### src/rtl/i2c_master_arb.sv
// Two-requester, single-byte-write I2C master with round-robin grant.
// Each transfer is START, {addr,W}, ACK, data, ACK, STOP; SCL/SDA are open-drain style (1 = release).
module i2c_master_arb #(
  parameter int unsigned CLK_DIV = 4,
  parameter int unsigned GAP_Q   = 2
) (
  input  logic       clk,
  input  logic       reset,
  input  logic [1:0] req_i,
  input  logic [6:0] addr0_i,
  input  logic [7:0] data0_i,
  input  logic [6:0] addr1_i,
  input  logic [7:0] data1_i,
  output logic [1:0] gnt_o,
  output logic       busy_o,
  output logic       done_o,
  output logic       nack_o,
  input  logic       scl_i,
  output logic       scl_o,
  input  logic       sda_i,
  output logic       sda_o
);

  localparam logic [2:0] S_IDLE  = 3'd0;
  localparam logic [2:0] S_START = 3'd1;
  localparam logic [2:0] S_ADDR  = 3'd2;
  localparam logic [2:0] S_ACK1  = 3'd3;
  localparam logic [2:0] S_DATA  = 3'd4;
  localparam logic [2:0] S_ACK2  = 3'd5;
  localparam logic [2:0] S_STOP  = 3'd6;
  localparam logic [2:0] S_DONE  = 3'd7;

  localparam int unsigned GAP_CYC = GAP_Q * CLK_DIV;
  localparam int unsigned GW      = $clog2(GAP_CYC + 2);

  logic [2:0]    state;
  logic [1:0]    qtr;
  logic [7:0]    tcnt;
  logic [2:0]    bitn;
  logic [7:0]    shreg;
  logic [7:0]    dbyte;
  logic [1:0]    gnt;
  logic          nack;
  logic          prio1;
  logic [GW-1:0] gap;
  logic          stall;
  logic          qend;

  // A released SCL that the bus still holds low freezes the quarter timer.
  assign stall = scl_o & ~scl_i;
  assign qend  = ~stall && (tcnt == 8'(CLK_DIV - 1));

  assign gnt_o  = gnt;
  assign busy_o = (state != S_IDLE);
  assign done_o = (state == S_DONE);
  assign nack_o = nack;

  always_comb begin
    scl_o = 1'b1;
    sda_o = 1'b1;
    case (state)
      S_START: sda_o = 1'b0;
      S_ADDR, S_DATA: begin
        scl_o = qtr[1];
        sda_o = shreg[7];
      end
      S_ACK1, S_ACK2: scl_o = qtr[1];
      S_STOP: begin
        scl_o = (qtr != 2'd0);
        sda_o = (qtr == 2'd2);
      end
      default: ;
    endcase
  end

  always_ff @(posedge clk) begin
    if (reset) begin
      state <= S_IDLE;
      qtr   <= '0;
      tcnt  <= '0;
      bitn  <= '0;
      shreg <= '0;
      dbyte <= '0;
      gnt   <= '0;
      nack  <= 1'b0;
      prio1 <= 1'b0;
      gap   <= '0;
    end else begin
      case (state)
        S_IDLE: begin
          tcnt <= '0;
          qtr  <= '0;
          bitn <= '0;
          if (gap != '0) begin
            gap <= gap - 1'b1;
          end else if (req_i != 2'b00) begin
            state <= S_START;
            nack  <= 1'b0;
            if (req_i[0] && (!req_i[1] || !prio1)) begin
              gnt   <= 2'b01;
              shreg <= {addr0_i, 1'b0};
              dbyte <= data0_i;
            end else begin
              gnt   <= 2'b10;
              shreg <= {addr1_i, 1'b0};
              dbyte <= data1_i;
            end
          end
        end
        S_DONE: begin
          state <= S_IDLE;
          gnt   <= '0;
          qtr   <= '0;
          prio1 <= gnt[0];
          gap   <= GW'(GAP_CYC);
        end
        default: begin
          if (stall)     tcnt <= '0;
          else if (qend) tcnt <= '0;
          else           tcnt <= tcnt + 8'd1;
          // qtr advances every quarter; state changes below override it to 0.
          if (qend) begin
            qtr <= qtr + 2'd1;
            case (state)
              S_START: if (qtr == 2'd1) begin
                state <= S_ADDR;
                qtr   <= '0;
                bitn  <= '0;
              end
              S_ADDR, S_DATA: if (qtr == 2'd3) begin
                qtr   <= '0;
                shreg <= {shreg[6:0], 1'b0};
                bitn  <= bitn + 3'd1;
                if (bitn == 3'd7) state <= (state == S_ADDR) ? S_ACK1 : S_ACK2;
              end
              S_ACK1: if (qtr == 2'd3) begin
                qtr <= '0;
                if (sda_i) begin
                  nack  <= 1'b1;
                  state <= S_STOP;
                end else begin
                  state <= S_DATA;
                  shreg <= dbyte;
                  bitn  <= '0;
                end
              end
              S_ACK2: if (qtr == 2'd3) begin
                qtr   <= '0;
                state <= S_STOP;
                if (sda_i) nack <= 1'b1;
              end
              S_STOP: if (qtr == 2'd2) begin
                qtr   <= '0;
                state <= S_DONE;
              end
              default: ;
            endcase
          end
        end
      endcase
    end
  end

endmodule

### config.mk
export PLATFORM = sky130hd
export DESIGN_NAME = i2c_master_arb
export DESIGN_NICKNAME = d
export VERILOG_FILES = /design/src/rtl/i2c_master_arb.sv
export SDC_FILE = /design/constraint.sdc
export NUM_CORES = 1
export LEC_CHECK = 0
export CORE_UTILIZATION = 53
export DETAILED_ROUTE_END_ITERATION = 8
export PLACE_DENSITY = 0.9
export SYNTH_ARGS = -nofsm -noshare
export SYNTH_HDL_FRONTEND = slang
export SYNTH_SLANG_ARGS = --single-unit
### constraint.sdc
create_clock -name clk -period 2.65 [get_ports clk]
set_input_delay 0.53 -clock clk [delete_from_list [all_inputs] [get_ports clk]]
set_output_delay 0.53 -clock clk [all_outputs]
set_load 0.01 [all_outputs]
Word-level counts from Yosys, hierarchy flattened
Cells that the tools add are included.
{"block": "word_totals", "ff_bits": 40, "latchBits": 0, "ram_bits": 0, "mem_bits_ro": 0, "out_inout_bits": 7, "wordCells": 126, "mem_count": 0}
{"block": "classes", "n_addsub": 4, "multipliers": 0, "div": 0, "n_lt_le_gt_ge": 0, "n_eq_ne": 25, "n_shift": 0, "muxes": 52, "bitwise": 5, "n_reduce_logical": 30}
{"op": "$mux 8", "count": 10}
{"op": "$pmux 8 s2", "count": 3}
{"op": "$mux 3", "count": 15}
{"op": "$ne 4x4->1 const B", "count": 5}
{"op": "$eq 3x3->1 const B", "count": 5}
{"op": "$pmux 3 s5", "count": 1}
{"op": "$mux 2", "count": 7}
{"op": "$reduce_and 7->1", "count": 2}
{"op": "$reduce_bool 2->1", "count": 7}
{"op": "$ne 3x3->1 const B", "count": 4}
{"op": "$pmux 3 s2", "count": 2}
{"op": "$reduce_and 10->1", "count": 1}
{"op": "$pmux 3 s3", "count": 1}
{"op": "$reduce_bool 3->1", "count": 3}
{"op": "$add 8x1->8 const B", "count": 1}
{"op": "$eq 8x2->1 const B", "count": 1}
{"op": "$pmux 4 s2", "count": 1}
{"op": "$reduce_and 8->1", "count": 1}
{"op": "$reduce_bool 4->1", "count": 2}
{"op": "$reduce_bool 7->1", "count": 1}
{"op": "$eq 3x2->1 const B", "count": 2}
{"op": "$mux 1", "count": 6}
{"op": "$ne 2x2->1 const B", "count": 3}
{"op": "$pmux 2 s3", "count": 1}
{"op": "22 further kinds", "count": 31}

Logic depth before layout (Yosys ltp)
Gate-level depths: netlist (run 1).
{"block": "logic_depth", "ltp_word": 9, "depth_mapped": 8}

Worst setup path before layout (run 1)
OpenSTA, ideal clock, no wires.
{"block": "synth_path", "path_kind": "register to register", "start": "register qtr[0]", "end": "register state[0]", "setup_ps": 121, "arrival_ps": 1829, "required_ps": 2529, "path_slack_ps": 700, "path_stages_with_launch": 7, "path_buffers": 0, "period_less_slack_ps": 1950, "path_cell_list": "dfxtp_1 inv_1 ha_1 nor3_2 nor3_2 o221ai_1 mux2_2"}
{"block": "synth_between", "elab_chain_len": 7, "elab_cells_between_ends": 15}
{"item": "start: declaration", "line_no": "37", "text": "logic [1:0] qtr;"}
{"item": "start signal: assignment", "line_no": "123", "text": "qtr <= qtr + 2'd1;"}
{"item": "$reduce_bool 2->1", "line_no": "69", "text": "scl_o = (qtr != 2'd0);"}
{"item": "$pmux 1 s2", "line_no": "61", "text": "case (state)"}
{"item": "$and 1x1->1", "line_no": "50", "text": "assign stall = scl_o & ~scl_i;"}
{"item": "$not 1->1", "line_no": "51", "text": "assign qend = ~stall && (tcnt == 8'(CLK_DIV - 1));"}
{"item": "$logic_and 1x1->1", "line_no": "51"}
{"item": "$reduce_bool 3->1 (no source line)"}
{"item": "$reduce_and 10->1 (no source line) (*)"}
{"item": "end signal: assignment", "line_no": "134", "text": "if (bitn == 3'd7) state <= (state == S_ADDR) ? S_ACK1 : S_ACK2;"}
{"item": "end: declaration", "line_no": "36", "text": "logic [2:0] state;"}
Mark *: on every way between the ends. The rest lies on a longest branch, timed or not.
A chain may end at the register's enable or synchronous reset.

Worst setup path in the final report (run 1)
{"block": "layout_path", "start": "register state[0]", "end": "output port done_o"}
{"block": "layout_between", "elab_chain_len": 1}
{"item": "$eq 3x3->1", "line_no": "55", "text": "assign done_o = (state == S_DONE);"}
{"item": "end: declaration", "line_no": "16", "text": "output logic done_o,"}
Every way passes these cells.

==> metrics.md, run 1 <==
| Metric | Value |
|---|---|
| Number of synthesized flops with an enable pin | 0 |
| Endpoints failing setup | 0 |
| Final wirelength | 6.04 mm |
| Syn Nets | 339 |
| R2r startpoint | gap[0] |
| Root buffer cell | clkbuf_8 |
| Max-slew violation count | 0 |
| HPWL Detailed | 4.31 mm |
| Critical path, cell by cell | nand3_1 -> inv_1 -> clkdlybuf4s50_1 |
| Post-synthesis sequential area ratio | 0.321 |
| Setup bufs post-CTS | 0 |
| Tmin final | 2.50 ns |
| Layout cell share with drive strength beyond 1 | 0.0931 |
| Top cells by area, synth | dfxtp_1 32%, mux2i_1 8.4%, ha_1 6.5% |
| Boundary pin count | 43 |
| CTS max path bufs | 2 |
| Synth Cell Area | 2490 µm² |
| Final instance area | 3120 µm² |
| Failing checks | DRC |
| CTS tree | yes |
| Area growth from synthesis to layout | 25.2% |
| Crit. path cell count | 3 |
| Vias in the first global route | 2306 |
| Crit path kind | register to output pin |
| TritonRoute pass-1 iters | 7 |
| Die Area | 4980 µm² |
| Worst Path Buf+Inv | 2 |
| Final period util | 0.945 |
| First-pass GRT wire length | 10.2 mm |
| Post-route ant nets | 0 |
| Nets@finish | 382 |
| Row Count | 24 |
| Post-synth cell types | 52 |
| Mapped Cells | 290 |
| H-tree depth | 2 |
| Slowest CP cell | dfxtp_1 |
| Synth Warn # | 0 |
| Initial antenna violation count | 0 |
| Primary FF master, synth | dfxtp_1 |
| Max Clk Rate | 399 MHz |
| Hold/Removal Path Class | register to register |
| Worst Max-Slew Pin Slew | 0.993 ns |
| Synth area leader | dfxtp_1 |
| GPL Wtd Cong | 0.850 |
| Drt drc | 2 |
| Port bufs | 42 |
| Outcome | complete, but fails checks |
| Iter 0 DRT Violations | 168 |
| Die X | 70.6 µm |
| R2R Setup Slk | 0.44 ns |
| Diodes inserted | 0 |
| Peak supply drop | 0.506 mV |
| Crit-path max FO | 17 |
| Starting density of the core | 0.561 |
| CP top delay family | buffers and inverters |
| Wire per inst | 15.7 µm |
| Total GRT Usage | 0.255 |
| Commonest cells in the netlist | 40 x dfxtp_1, 23 x nor2_1, 21 x mux2i_1 |
| Critical Path Source Type | register |
| Worst Reg2Reg Path Length in Cells | 8 |
| Vias | 2454 |
| Total grt overflow | 0 |
| Sink Count | 40 |
| Max-Cap Viols | 0 |
| RSZ-0062 raised after global routing | false |
| Fin. Hold Viols | 0 |
| Die span in y | 70.6 µm |
| Crit. Startpoint | state[0] |
| Num CTS Buffers | 5 |
| Skew final | 0.00893 ns |
| Leakage | 0.00123 µW |
| Final core occ | 0.703 |
| CP required | 2.12 ns |
| Endpoint class of the critical path | output pin |
| CP endpoint | done_o |
| Yosys reg bits | 40 |
| Yosys top cell area share | 0.321 |
| Count leader, synth | dfxtp_1 |
| DP Area | 2990 µm² |
| Clk_lat worst skew | 0.29 ns |
| Vias per std cell | 6.37 |
| Reg2reg end | gnt_o[1] |
| Max stage delay on crit path | 0.67 ns |
| Syn Area/Cell | 8.60 µm² |
| Slew margin rel. | 0.327 |
| Ys async rst share | 0 |
| Area of the core | 4440 µm² |
| Pwr dens | 918 nW/µm² |
| Worst-path clk slew | 0.08 ns |
| Final setup TNS | 0 ns |
| Pin count of the biggest net entering global routing | 29 |
| Worst Path Arrival | 1.97 ns |
[final cells by class]
class,instances,area [µm²]
multi-input cells,222,1570
flip-flops and latches,40,801
repair buffers,55,520
fillers,345,1320
clock inverters,2,60.1
well taps,52,65.1
inverters,9,33.8
clock buffers,5,68.8
[placed cells by master (no fill, tap or decap), types with 2 or more instances in the layout]
cell type,synthesis,layout
nand2_1,15,15
nor2b_1,4,4
clkbuf_8,0,5
mux2i_1,21,21
a22oi_1,9,9
nor3_1,20,20
a211oi_1,8,8
nor2_2,2,2
and2_1,3,3
o21bai_1,2,2
nand2b_1,11,11
a41oi_1,3,3
a21oi_1,16,16
bufinv_16,0,2
a311oi_1,7,7
nor3_2,2,2
o21ai_0,16,16
a2111oi_0,2,2
ha_1,13,13
nor3b_1,3,3
mux2_2,2,2
dfxtp_1,40,40
buf_4,2,13
nor2_1,23,23
clkdlybuf4s50_1,0,41
xor2_1,3,3
o221ai_1,8,8
and3_1,3,3
inv_1,9,9
nand3_1,4,4
[metal layers]
layer / routed length (µm) / GRT usage
met1: 2460 / 0.321
met2: 3050 / 0.446
met3: 443 / 0.0456
met4: 97 / 0.0800
met5: 0 / 0
[logic make-up (layout without fill, tap and decap cells)]
logic type / count (synthesis) / in the layout / share of synthesized area
fa+ha+maj: 13 / 13 / 0.0652
xor+xnor: 4 / 4 / 0.0141
compound gates: 85 / 85 / 0.245
buf+inv: 28 / 71 / 0.0492
flops: 40 / 40 / 0.321
simple gates: 97 / 97 / 0.212
mux: 23 / 23 / 0.0933
[how the worst min path moves through the flow]
stage | cells after the start | slack (ns) | startpoint | to
final | 2 | 0.48 | gnt_o[0] | prio1
after global routing | 2 | 0.51 | prio1 | prio1
after detailed placement | 2 | 0.47 | gnt_o[0] | prio1
after CTS | 2 | 0.48 | gnt_o[0] | prio1
after global placement | 2 | 0.46 | gnt_o[0] | prio1
after floorplan | 2 | 0.43 | prio1 | prio1
[timing repair]
| action | 4_1_cts | 5_1_grt |
|---|---|---|
| hold buffers | 0 | 0 |
| setup endpoints to repair | 0 | 1 |
| resized for setup | 0 | 1 |
| hold endpoints to repair | 0 | 0 |
[through the flow]
stage | hold slack [ns] | instances | power [µW] | worst slack, ns
after floorplan | 0.434 | 290 | 1880 | 0.700
after global routing | 0.510 | 385 | 3050 | 0.0529
final | 0.480 | 385 | 2870 | 0.146
after detailed placement | 0.469 | 378 | 2280 | 0.235
after global placement | 0.457 | 378 | 2220 | 0.295
after CTS | 0.480 | 385 | 2870 | 0.0509
[worst register-to-register path, delay by kind of cell (launching register included)]
kind / cells / cell delay, ns
compound gates: 1 / 0.34
fa+ha+maj: 1 / 0.14
buf+inv: 2 / 0.33
flops: 1 / 0.34
mux: 1 / 0.36
simple gates: 3 / 0.64
[sequential cells by signal, indices dropped and copies added (netlist names)]
register / flops
shreg: 8
prio1: 1
tcnt: 8
nack_o: 1
state: 3
dbyte: 8
bitn: 3
qtr: 2
gnt_o: 2
gap: 4
[where the power goes]
group | internal (µW) | total (µW) | switching [µW]
logic | 613 | 1390 | 775
registers | 760 | 899 | 139
clock network | 371 | 580 | 210
total | 1740 | 2870 | 1120
(Power assumes the default switching activity.)
==> inputs of run 2 (changes only) <==
--- a/config.mk
+++ b/config.mk
@@ -5,9 +5,9 @@
 export SDC_FILE = /design/constraint.sdc
 export NUM_CORES = 1
 export LEC_CHECK = 0
-export CORE_UTILIZATION = 53
+export CORE_UTILIZATION = 40
 export DETAILED_ROUTE_END_ITERATION = 8
-export PLACE_DENSITY = 0.9
+export PLACE_DENSITY = 0.73
 export SYNTH_ARGS = -nofsm -noshare
 export SYNTH_HDL_FRONTEND = slang
 export SYNTH_SLANG_ARGS = --single-unit
==> run 2 against run 1 <==
Compared with the run above:
- the run now ends clean
- global-route usage fell by 6.2 points
- routed wire length fell by 4.5%
- sequential cell count stayed put
- final cell count is 6.2% higher
- critical endpoint is now sda_o
==> metrics.md, run 2 (synthesis results as in run 1) <==
| Metric | Value |
|---|---|
| Outcome | completed |
| R2R Setup Slk | 0.46 ns (+0.02 ns) |
| HPWL Detailed | 4.26 mm (-1.2%) |
| Critical Path Source Type | register |
| Max-slew violation count | 0 (unchanged) |
| Hold/Removal Path Class | register to register |
| Post-route ant nets | 0 (unchanged) |
| First-pass GRT wire length | 9.94 mm (-2.5%) |
| Setup bufs post-CTS | 0 (unchanged) |
| Die Area | 6550 µm² (+32%) |
| Final core occ | 0.524 (-0.179) |
| CP top delay family | buffers and inverters |
| Worst Path Arrival | 1.98 ns (about the same) |
| Row Count | 28 (+17%) |
| Layout Cells excl Fill | 409 (+6.2%) |
| Area of the core | 5960 µm² (+34%) |
| Area growth from synthesis to layout | 25.0% |
| Total GRT Usage | 0.192 (-0.0622) |
| Sink Count | 40 (unchanged) |
| Biggest regs | dbyte x8, shreg x8, tcnt x8 |
| Die span in y | 81.0 µm (+15%) |
| TritonRoute pass-1 iters | 4 (-3) |
| Max Clk Rate | 398 MHz (-0.37%) |
| Fill count | 599 (+74%) |
| CTS resizes | 0 (unchanged) |
| Final setup TNS | 0 ns (unchanged) |
| Worst hold stages | 2 (unchanged) |
| Peak supply drop | 0.361 mV (-29%) |
| Final wirelength | 5.77 mm (-4.5%) |
| Multi-input logic area | 1570 µm² (unchanged) |
| GPL Wtd Cong | 0.840 (-1.2%) |
| Pin count of the biggest net entering global routing | 25 (-14%) |
| Root buffer cell | clkbuf_8 |
| Hold Buf Count CTS | 0 (unchanged) |
| Die X | 81.0 µm (+15%) |
| Max stage delay on crit path | 0.55 ns (-0.12 ns) |
| Initial antenna violation count | 0 (unchanged) |
| H-tree depth | 2 (unchanged) |
| Iter 0 DRT Violations | 114 (-32%) |
| Crit-path max FO | 6 (-11) |
| Port bufs | 42 (unchanged) |
| Slowest CP cell | clkdlybuf4s50_1 |
| Hold_sp | bitn[1] |
| Endpoints failing setup | 0 (unchanged) |
| Total grt overflow | 0 (unchanged) |
| Most common cell after layout, fill and taps aside | clkdlybuf4s50_1 |
| Worst Reg2Reg Path Length in Cells | 7 (-1) |
| Crit path kind | register to output pin |
| Vias | 2316 (-5.6%) |
| Skew final | 0.00389 ns (-0.00504 ns) |
| R2r startpoint | state[2] |
| Inst Count DP | 402 (+6.3%) |
| Most frequent cells in the layout | 42 x clkdlybuf4s50_1, 40 x dfxtp_1, 23 x nor2_1 |
| Leakage | 0.00121 µW (-1.3%) |
| Crit. path cell count | 6 (+3) |
| RSZ-0062 raised after global routing | false |
| Register Area | 801 µm² (unchanged) |
| Critical path, cell by cell | inv_1 -> ha_1 -> mux2i_1 -> a22o_1 -> a21oi_1 -> clkdlybuf4s50_1 |
| CP required | 2.12 ns (about the same) |
| Starting density of the core | 0.419 (-0.142) |
| Vias per std cell | 5.66 (-11%) |
| Boundary pin count | 43 (unchanged) |
| Slew margin rel. | 0.290 (-0.0374) |
| Reg2reg end | tcnt[7] |
| Drt drc | 0 (-2) |
| CTS tree | yes |
| Endpoint class of the critical path | output pin |
| Hold Path End | bitn[1] |
| Nets@finish | 383 (+0.26%) |
| Final period util | 0.949 (+0.00351) |
| Max-Cap Viols | 0 (unchanged) |
| Diodes inserted | 0 (unchanged) |
| Tmin final | 2.51 ns (+0.00930 ns) |
| CTS max path bufs | 2 (unchanged) |
| Pwr dens | 850 nW/µm² (-7.4%) |
| Fin. Hold Viols | 0 (unchanged) |
| Num CTS Buffers | 5 (unchanged) |
| Vias in the first global route | 2197 (-4.7%) |
| Worst Path Buf+Inv | 2 (unchanged) |
| Worst Max-Slew Pin Slew | 1.05 ns (+0.0553 ns) |
| Clk_lat worst skew | 0.28 ns (about the same) |
| Layout cell share with drive strength beyond 1 | 0.0928 (-0.000279) |
| Worst-path clk slew | 0.07 ns (about the same) |
| Wire per inst | 14.1 µm (-10%) |
==> run 2: layout make-up <==
type	instances	share of cell area
clock buffers	6	0.0233
clock inverters	1	0.00161
inverters	9	0.0108
multi-input cells	222	0.505
flip-flops and latches	40	0.257
well taps	75	0.0301
repair buffers	56	0.173
==> run 2: power breakdown <==
group | switching (µW) | leakage [µW] | internal, µW | total [µW]
Combinational | 771 | 0.000843 | 623 | 1390
Clock | 197 | 0.0000410 | 179 | 376
Sequential | 120 | 0.000326 | 761 | 881
==> run 2: metal layers <==
metal  wire length (µm)  track usage  up-vias
li1                   -            -     1167
met1               2670        0.248     1091
met2               2820        0.329       51
met3                225       0.0270        7
met4                 57       0.0607        0
met5                  0            0        -
==> run 2: per-stage QoR <==
step / area, µm² / total power, µW / hold WS [ns] / setup slack (ns)
floorplan: 2490 / 1880 / 0.434 / 0.700
global placement: 3040 / 2250 / 0.458 / 0.209
detailed placement: 3040 / 2280 / 0.472 / 0.193
CTS: 3120 / 2660 / 0.484 / 0.0983
global route: 3120 / 2870 / 0.520 / 0.00624
finish: 3120 / 2650 / 0.482 / 0.136
==> run 2: tightest hold or removal path, cell delays in order, from the launching register on <==
cell and delay (ns):
dfxtp_1 0.32, nand2b_1 0.06, mux2i_1 0.06
==> run 2: worst max path at each step <==
| stage | to | from | slack [ns] |
|---|---|---|---|
| 6_report | sda_o | qtr[0] | 0.14 |
| 3_5_place_dp | shreg[3] | req_i[1] | 0.19 |
| 2_1_floorplan | state[0] | qtr[0] | 0.70 |
| 4_1_cts | sda_o | qtr[0] | 0.1 |
| 5_1_grt | sda_o | qtr[0] | 0.006 |
| 3_3_place_gp | shreg[0] | req_i[1] | 0.21 |
